==> src/rtl/security_decrypt.sv <==
// Receive-side decryptor: inverts enc = (((x-3)^2)+9)*3 one step per cycle,
// gated by a 16-bit access key with sticky lockout after repeated bad keys.
module security_decrypt #(
    parameter logic [15:0] KEY       = 16'h0032,
    parameter int          MAX_FAILS = 3
) (
    input  logic        clk_i,
    input  logic        rst_i,
    input  logic        in_valid_i,
    output logic        in_ready_o,
    input  logic [31:0] data_in_i,
    input  logic        encryption_on_i,
    input  logic [15:0] key_in_i,
    output logic        out_valid_o,
    input  logic        out_ready_i,
    output logic [31:0] data_out_o,
    output logic        key_err_o,
    output logic        locked_o
);

    localparam int          FW       = $clog2(MAX_FAILS + 1);
    localparam logic [FW-1:0] FAIL_MAX = FW'(MAX_FAILS);
    localparam logic [31:0] INV3     = 32'hAAAAAAAB;

    typedef enum logic [2:0] {
        S_IDLE,
        S_MUL,
        S_SUB,
        S_XOR,
        S_ADD,
        S_OUT
    } state_t;

    state_t         state_q, state_d;
    logic [31:0]    r_q, r_d;
    logic [31:0]    data_out_q, data_out_d;
    logic           out_valid_q, out_valid_d;
    logic           key_err_q, key_err_d;
    logic [FW-1:0]  fail_cnt_q, fail_cnt_d;
    logic           locked_q, locked_d;
    logic           accept;

    assign in_ready_o  = (state_q == S_IDLE) && !locked_q;
    assign accept      = in_valid_i && in_ready_o;
    assign out_valid_o = out_valid_q;
    assign data_out_o  = data_out_q;
    assign key_err_o   = key_err_q;
    assign locked_o    = locked_q;

    always_ff @(posedge clk_i or posedge rst_i) begin
        if (rst_i) begin
            state_q     <= S_IDLE;
            r_q         <= '0;
            data_out_q  <= '0;
            out_valid_q <= 1'b0;
            key_err_q   <= 1'b0;
            fail_cnt_q  <= '0;
            locked_q    <= 1'b0;
        end else begin
            state_q     <= state_d;
            r_q         <= r_d;
            data_out_q  <= data_out_d;
            out_valid_q <= out_valid_d;
            key_err_q   <= key_err_d;
            fail_cnt_q  <= fail_cnt_d;
            locked_q    <= locked_d;
        end
    end

    always_comb begin
        state_d     = state_q;
        r_d         = r_q;
        data_out_d  = data_out_q;
        out_valid_d = out_valid_q;
        key_err_d   = 1'b0;
        fail_cnt_d  = fail_cnt_q;
        locked_d    = locked_q;
        case (state_q)
            S_IDLE: begin
                if (accept) begin
                    if (key_in_i == KEY) begin
                        r_d        = data_in_i;
                        fail_cnt_d = '0;
                        if (encryption_on_i) begin
                            state_d = S_MUL;
                        end else begin
                            data_out_d  = data_in_i;
                            out_valid_d = 1'b1;
                            state_d     = S_OUT;
                        end
                    end else begin
                        key_err_d = 1'b1;
                        if (fail_cnt_q != FAIL_MAX) fail_cnt_d = fail_cnt_q + FW'(1);
                        if (fail_cnt_q + FW'(1) == FAIL_MAX) locked_d = 1'b1;
                    end
                end
            end
            S_MUL: begin
                r_d     = r_q * INV3;
                state_d = S_SUB;
            end
            S_SUB: begin
                r_d     = r_q - 32'd9;
                state_d = S_XOR;
            end
            S_XOR: begin
                r_d     = r_q ^ 32'h2;
                state_d = S_ADD;
            end
            S_ADD: begin
                data_out_d  = r_q + 32'd3;
                out_valid_d = 1'b1;
                state_d     = S_OUT;
            end
            S_OUT: begin
                if (out_ready_i) begin
                    out_valid_d = 1'b0;
                    state_d     = S_IDLE;
                end
            end
            default: state_d = S_IDLE;
        endcase
    end

endmodule
==> config.mk <==
export PLATFORM = sky130hd
export DESIGN_NAME = security_decrypt
export DESIGN_NICKNAME = d
export VERILOG_FILES = /design/src/rtl/security_decrypt.sv
export SDC_FILE = /design/constraint.sdc
export NUM_CORES = 1
export LEC_CHECK = 0
export BUFFER_PORTS_ARGS = -buffer_cell sky130_fd_sc_hd__buf_2
export CORE_MARGIN = 10
export CORE_UTILIZATION = 40
export CTS_CLUSTER_DIAMETER = 30
export DETAILED_ROUTE_END_ITERATION = 8
export MAX_ROUTING_LAYER = met4
export PLACE_DENSITY = 0.53
export SLEW_MARGIN = 10
export SYNTH_ARGS = -nofsm -noshare
export SYNTH_HDL_FRONTEND = slang
export SYNTH_SLANG_ARGS = --single-unit
==> constraint.sdc <==
create_clock -name clk_i -period 8 [get_ports clk_i]
set_input_delay 0.4 -clock clk_i [delete_from_list [all_inputs] [get_ports clk_i]]
set_output_delay 0.4 -clock clk_i [all_outputs]
set_load 0.02 [all_outputs]
Word level (Yosys, flattened, before mapping)
Index checks and enable logic that the tools add are counted.
{ "totals": {"register_bits": 72, "latch_bits": 0, "ramBits": 0, "mem_bits_ro": 0, "input_bits": 53, "out_inout_bits": 36, "wordCells": 65, "memories": 0} }
{ "op_classes": {"addsub": 3, "n_mul": 1, "n_div": 0, "n_lt_le_gt_ge": 0, "n_eq_ne": 12, "shift": 0, "n_mux": 22, "n_bitwise": 3, "reduce_logical": 16} }
{ "op_table": {"columns": ["operator", "n"], "rows": [
  ["$mux 32", 5],
  ["$pmux 32 s4", 1],
  ["$pmux 32 s2", 1],
  ["$add 32x2->32 const B", 1],
  ["$mul 32x32->32 const B", 1],
  ["$sub 32x4->32 const B", 1],
  ["$pmux 3 s6", 1],
  ["$eq 16x6->1 const B", 1],
  ["$mux 3", 4],
  ["$reduce_and 4->1", 3],
  ["$reduce_and 3->1", 3],
  ["$ne 2x2->1 const B", 4],
  ["$mux 1", 7],
  ["$eq 3x2->1 const B", 2],
  ["$eq 3x3->1 const B", 2],
  ["$reduce_bool 3->1", 2],
  ["$reduce_and 5->1", 1],
  ["$mux 2", 2],
  ["$reduce_bool 2->1", 2],
  ["$reduce_bool 4->1", 1],
  ["$eq 3x1->1 const B", 1],
  ["$logic_not 3->1", 1],
  ["$not 1->1", 3],
  ["$pmux 1 s3", 1],
  ["5 further kinds", 6]
]} }

Longest topological paths before layout
{ "logic_depth": {"word_depth": 5, "depth_mapped": 26, "mapped_depth_nobuf": 26} }

Worst setup path after synthesis
OpenSTA, ideal clock, no wires.
{ "synth_path": {"path_type": "register -> register", "from": "register r_q[4]", "to": "register r_q[25]", "setup_ps": 140, "arrival_ps": 6326, "t_required_ps": 7860, "path_slack_ps": 1534, "path_stages_with_launch": 25, "path_buffers": 0, "synth_period_minus_slack_ps": 6466, "cell_sequence": "dfrtp_1 ha_1 xor2_1 ha_1 nor2_1 fa_1 fa_1 inv_1 fa_1 inv_1 fa_1 inv_1 fa_1 inv_1 fa_1 inv_1 ha_1 a211oi_1 nor2_1 o41ai_1 o21ai_1 a31oi_1 xnor2_1 a2111oi_0 a211oi_1"} }
{ "synth_via": {"elab_chain_len": 2, "elab_cells_between_ends": 3, "cone_classes": "add/sub (1); mul (1); mux (1)"} }
{ "synth_rtl": {"columns": ["item", "line_no", "text"], "rows": [
  ["start, declared", "35", "logic [31:0] r_q, r_d;"],
  ["start signal, assigned", "61", "r_q <= r_d;"],
  ["$mul 32x32->32 or $sub 32x4->32 (tied branches)", "99, 103", null],
  ["$pmux 32 s4 *", "78", "case (state_q)"]
]} }
Every way passes the cells marked *; elsewhere a longest branch is shown, timed or not.
A chain may end at the register's enable or synchronous reset.

Worst setup path after layout
{ "layout_path": {"from": "register r_q[5]", "to": "register r_q[25]"} }
The elaborated chain is that of the path after synthesis.

==> impl_metrics.tcl <==
set metrics [dict create \
    status "finished clean" \
    synth_area_per_cell_um2 9.132 \
    antenna_cells 0 \
    antenna_found_initial 0 \
    cp.required_ns 8.21 \
    final_nets 1923 \
    ctsLongestPathBuffers 2 \
    area_growth_pct 9.610 \
    routabilityCongestion 0.9157 \
    worstPathMaxFanout 16 \
    grt_max_degree 73 \
    cts.sinks 72 \
    setup.worst_path.class "register to register" \
    clk_latency_ns 0.35 \
    die_h_um 200.7 \
    post_cts_buffers 0 \
    synth-async-reset-ratio 1.000 \
    grt_pass1_wl_um 64360 \
    fillerInstances 3283 \
    seq_area_mm2 0.001802 \
    synthFlopType "dfrtp_1" \
    hold_buffers 0 \
    worstMarginPinSlew_ns 1.010 \
    cts-root-buf "clkbuf_16" \
    synth_cell_types 71 \
    yosysWarnings 0 \
    min_period_ns 7.222 \
    worstSetupEndpointType "register" \
    initial_utilization 0.4034 \
    slew_headroom 0.3267 \
    synth-seq-area-share 0.1380 \
    final_common_cell "inv_1" \
    wire_per_inst_um 21.17 \
    cap_violations 0 \
    synth_edf_count 0 \
    critPathArrivalTime_ns 7.44 \
    syn_area_mm2 0.01306 \
    slew_viol_final 0 \
    portBuffers 88 \
    grt_usage 0.2118 \
    firstDrtPassIters 6 \
    hold_class "input port to register" \
    detail_route.iter0.violations 677 \
    skew_ns 0.008431 \
    totalWireLength_um 41270 \
    mappedNetlistNets 1851 \
    grt_pass1_vias 10580 \
    multiInputGateArea_mm2 0.009972 \
    startpoint_type "register" \
    io_pins 89 \
    vias 10130 \
    rows 66 \
    final_cell_mix "285 x inv_1, 188 x ha_1, 180 x fa_1" \
    fin_crit_sh 0.9028 \
    numCtsBuffers 9 \
    setup_violations 0 \
    viasPerCell 5.195 \
    max_freq_ghz 0.1385 \
    drive_gt1_frac 0.1029 \
    dieArea_mm2 0.04027 \
    ys_seq_elements 72 \
    drc 0 \
    setup_tns_ns 0 \
    globalRoute.totalOverflow 0 \
    hpwl_um 35260 \
    die_x_um 200.7 \
    tritoncts "yes" \
    hold_violations 0 \
    syn_inst 1430 \
    clk_pin_slew_ns 0.06 \
    cts-htree-levels 3 \
    cts_resized 0 \
    rsz0062_at_grt "false" \
    core_area_mm2 0.03237 \
    antenna_left 0 \
]
cell usage after synthesis, types with 7 or more instances:
| cell | instances | area [um^2] |
|---|---|---|
| a211oi_1 | 11 | 82.58 |
| a21o_1 | 14 | 105.1 |
| a21oi_1 | 61 | 305.3 |
| a221oi_1 | 8 | 70.07 |
| a222oi_1 | 7 | 70.07 |
| a22oi_1 | 7 | 52.55 |
| and3_1 | 9 | 56.30 |
| buf_2 | 11 | 55.05 |
| clkbuf_1 | 37 | 138.9 |
| dfrtp_1 | 72 | 1802 |
| fa_1 | 180 | 3603 |
| ha_1 | 188 | 2352 |
| inv_1 | 286 | 1074 |
| mux2i_1 | 8 | 80.08 |
| nand2_1 | 104 | 390.4 |
| nand2b_1 | 7 | 43.79 |
| nand3_1 | 19 | 95.09 |
| nand4_1 | 10 | 62.56 |
| nor2_1 | 69 | 259.0 |
| nor2b_1 | 13 | 81.33 |
| nor3_1 | 18 | 90.09 |
| nor4_1 | 9 | 56.30 |
| o21ai_0 | 74 | 370.4 |
| o221ai_1 | 11 | 96.34 |
| or3_1 | 7 | 43.79 |
| xnor2_1 | 69 | 604.3 |
| xor2_1 | 34 | 297.8 |
final cells by class:
| type | count | area share |
|---|---|---|
| repair buffers | 113 | 0.04388 |
| well taps | 442 | 0.03864 |
| clock buffers | 11 | 0.01766 |
| multi-input cells | 1020 | 0.6967 |
| inverters | 286 | 0.07509 |
| clock inverters | 5 | 0.002185 |
| flip-flops and latches | 72 | 0.1259 |
state kept, by name, indices dropped and copies added, names as in the netlist:
name / count
key_err_o: 1
r_q: 32
locked_o: 1
state_q: 3
fail_cnt_q: 2
data_out_o: 32
out_valid_o: 1
logic make-up after synthesis:
| kind of cell | count (synthesis) | share of synthesized area |
|---|---|---|
| AO/OA/AOI/OAI | 241 | 0.1182 |
| AND/OR/NAND/NOR | 299 | 0.1126 |
| flip-flops | 72 | 0.1380 |
| adder cells (fa/ha/maj) | 368 | 0.4561 |
| buffers and inverters | 338 | 0.09907 |
| multiplexers | 9 | 0.006995 |
| XOR/XNOR | 103 | 0.06908 |
path summary, 6_finish.rpt:
path | end | slack, ns | startpoint | cells after the start
max in group asynchronous | r_q[26] | 7.00 | rst_i | 3
worst min-delay path | out_valid_o | 0.26 | out_ready_i | 2
worst min register to register | data_out_o[11] | 0.48 | data_out_o[11] | 2
min in group asynchronous | data_out_o[4] | 0.34 | rst_i | 3
worst max register to register | r_q[25] | 0.78 | r_q[5] | 24
worst max-delay path | r_q[25] | 0.78 | r_q[5] | 24
worst max-delay path: stages, from the launching register on:
cell and delay [ns]:
dfrtp_1 0.75, ha_1 0.28, xor2_1 0.34, ha_1 0.22, nor2_1 0.06, fa_1 0.50
fa_1 0.50, inv_1 0.05, fa_1 0.51, inv_1 0.06, fa_1 0.53, inv_1 0.05
fa_1 0.48, inv_1 0.05, fa_1 0.48, inv_1 0.04, ha_1 0.35, a211oi_1 0.23
nor2_1 0.09, o41ai_1 0.48, o21ai_1 0.20, a31oi_1 0.24, xnor2_1 0.09, a2111oi_0 0.41
a211oi_1 0.09
per-stage QoR:
step / hold WS, ns / setup WS [ns] / cells / cell area, um^2 / util
final: 0.2566 / 0.7775 / 1949 / 14310 / 0.4422
after global routing: 0.2752 / 0.3323 / 1949 / 14310 / 0.4422
after CTS: 0.2513 / 0.8199 / 1949 / 14310 / 0.4422
after detailed placement: 0.4703 / 0.8552 / 1933 / 14030 / 0.4334
after global placement: 0.4624 / 0.8755 / 1933 / 14030 / 0.4334
after floorplan: 0.4780 / 1.534 / 1430 / 13060 / -
per-layer routing:
layer  routed length, um  up-vias  track usage
met5                   0        -            -
li1                    -     4807            -
met2               18960      296       0.3289
met3                1900       39      0.02340
met4                 733        0      0.05112
met1               19670     4984       0.2906
Power is left out: the tool's default activity adds up to more than one toggle a clock period on the data nets, which glitch-free logic cannot reach.
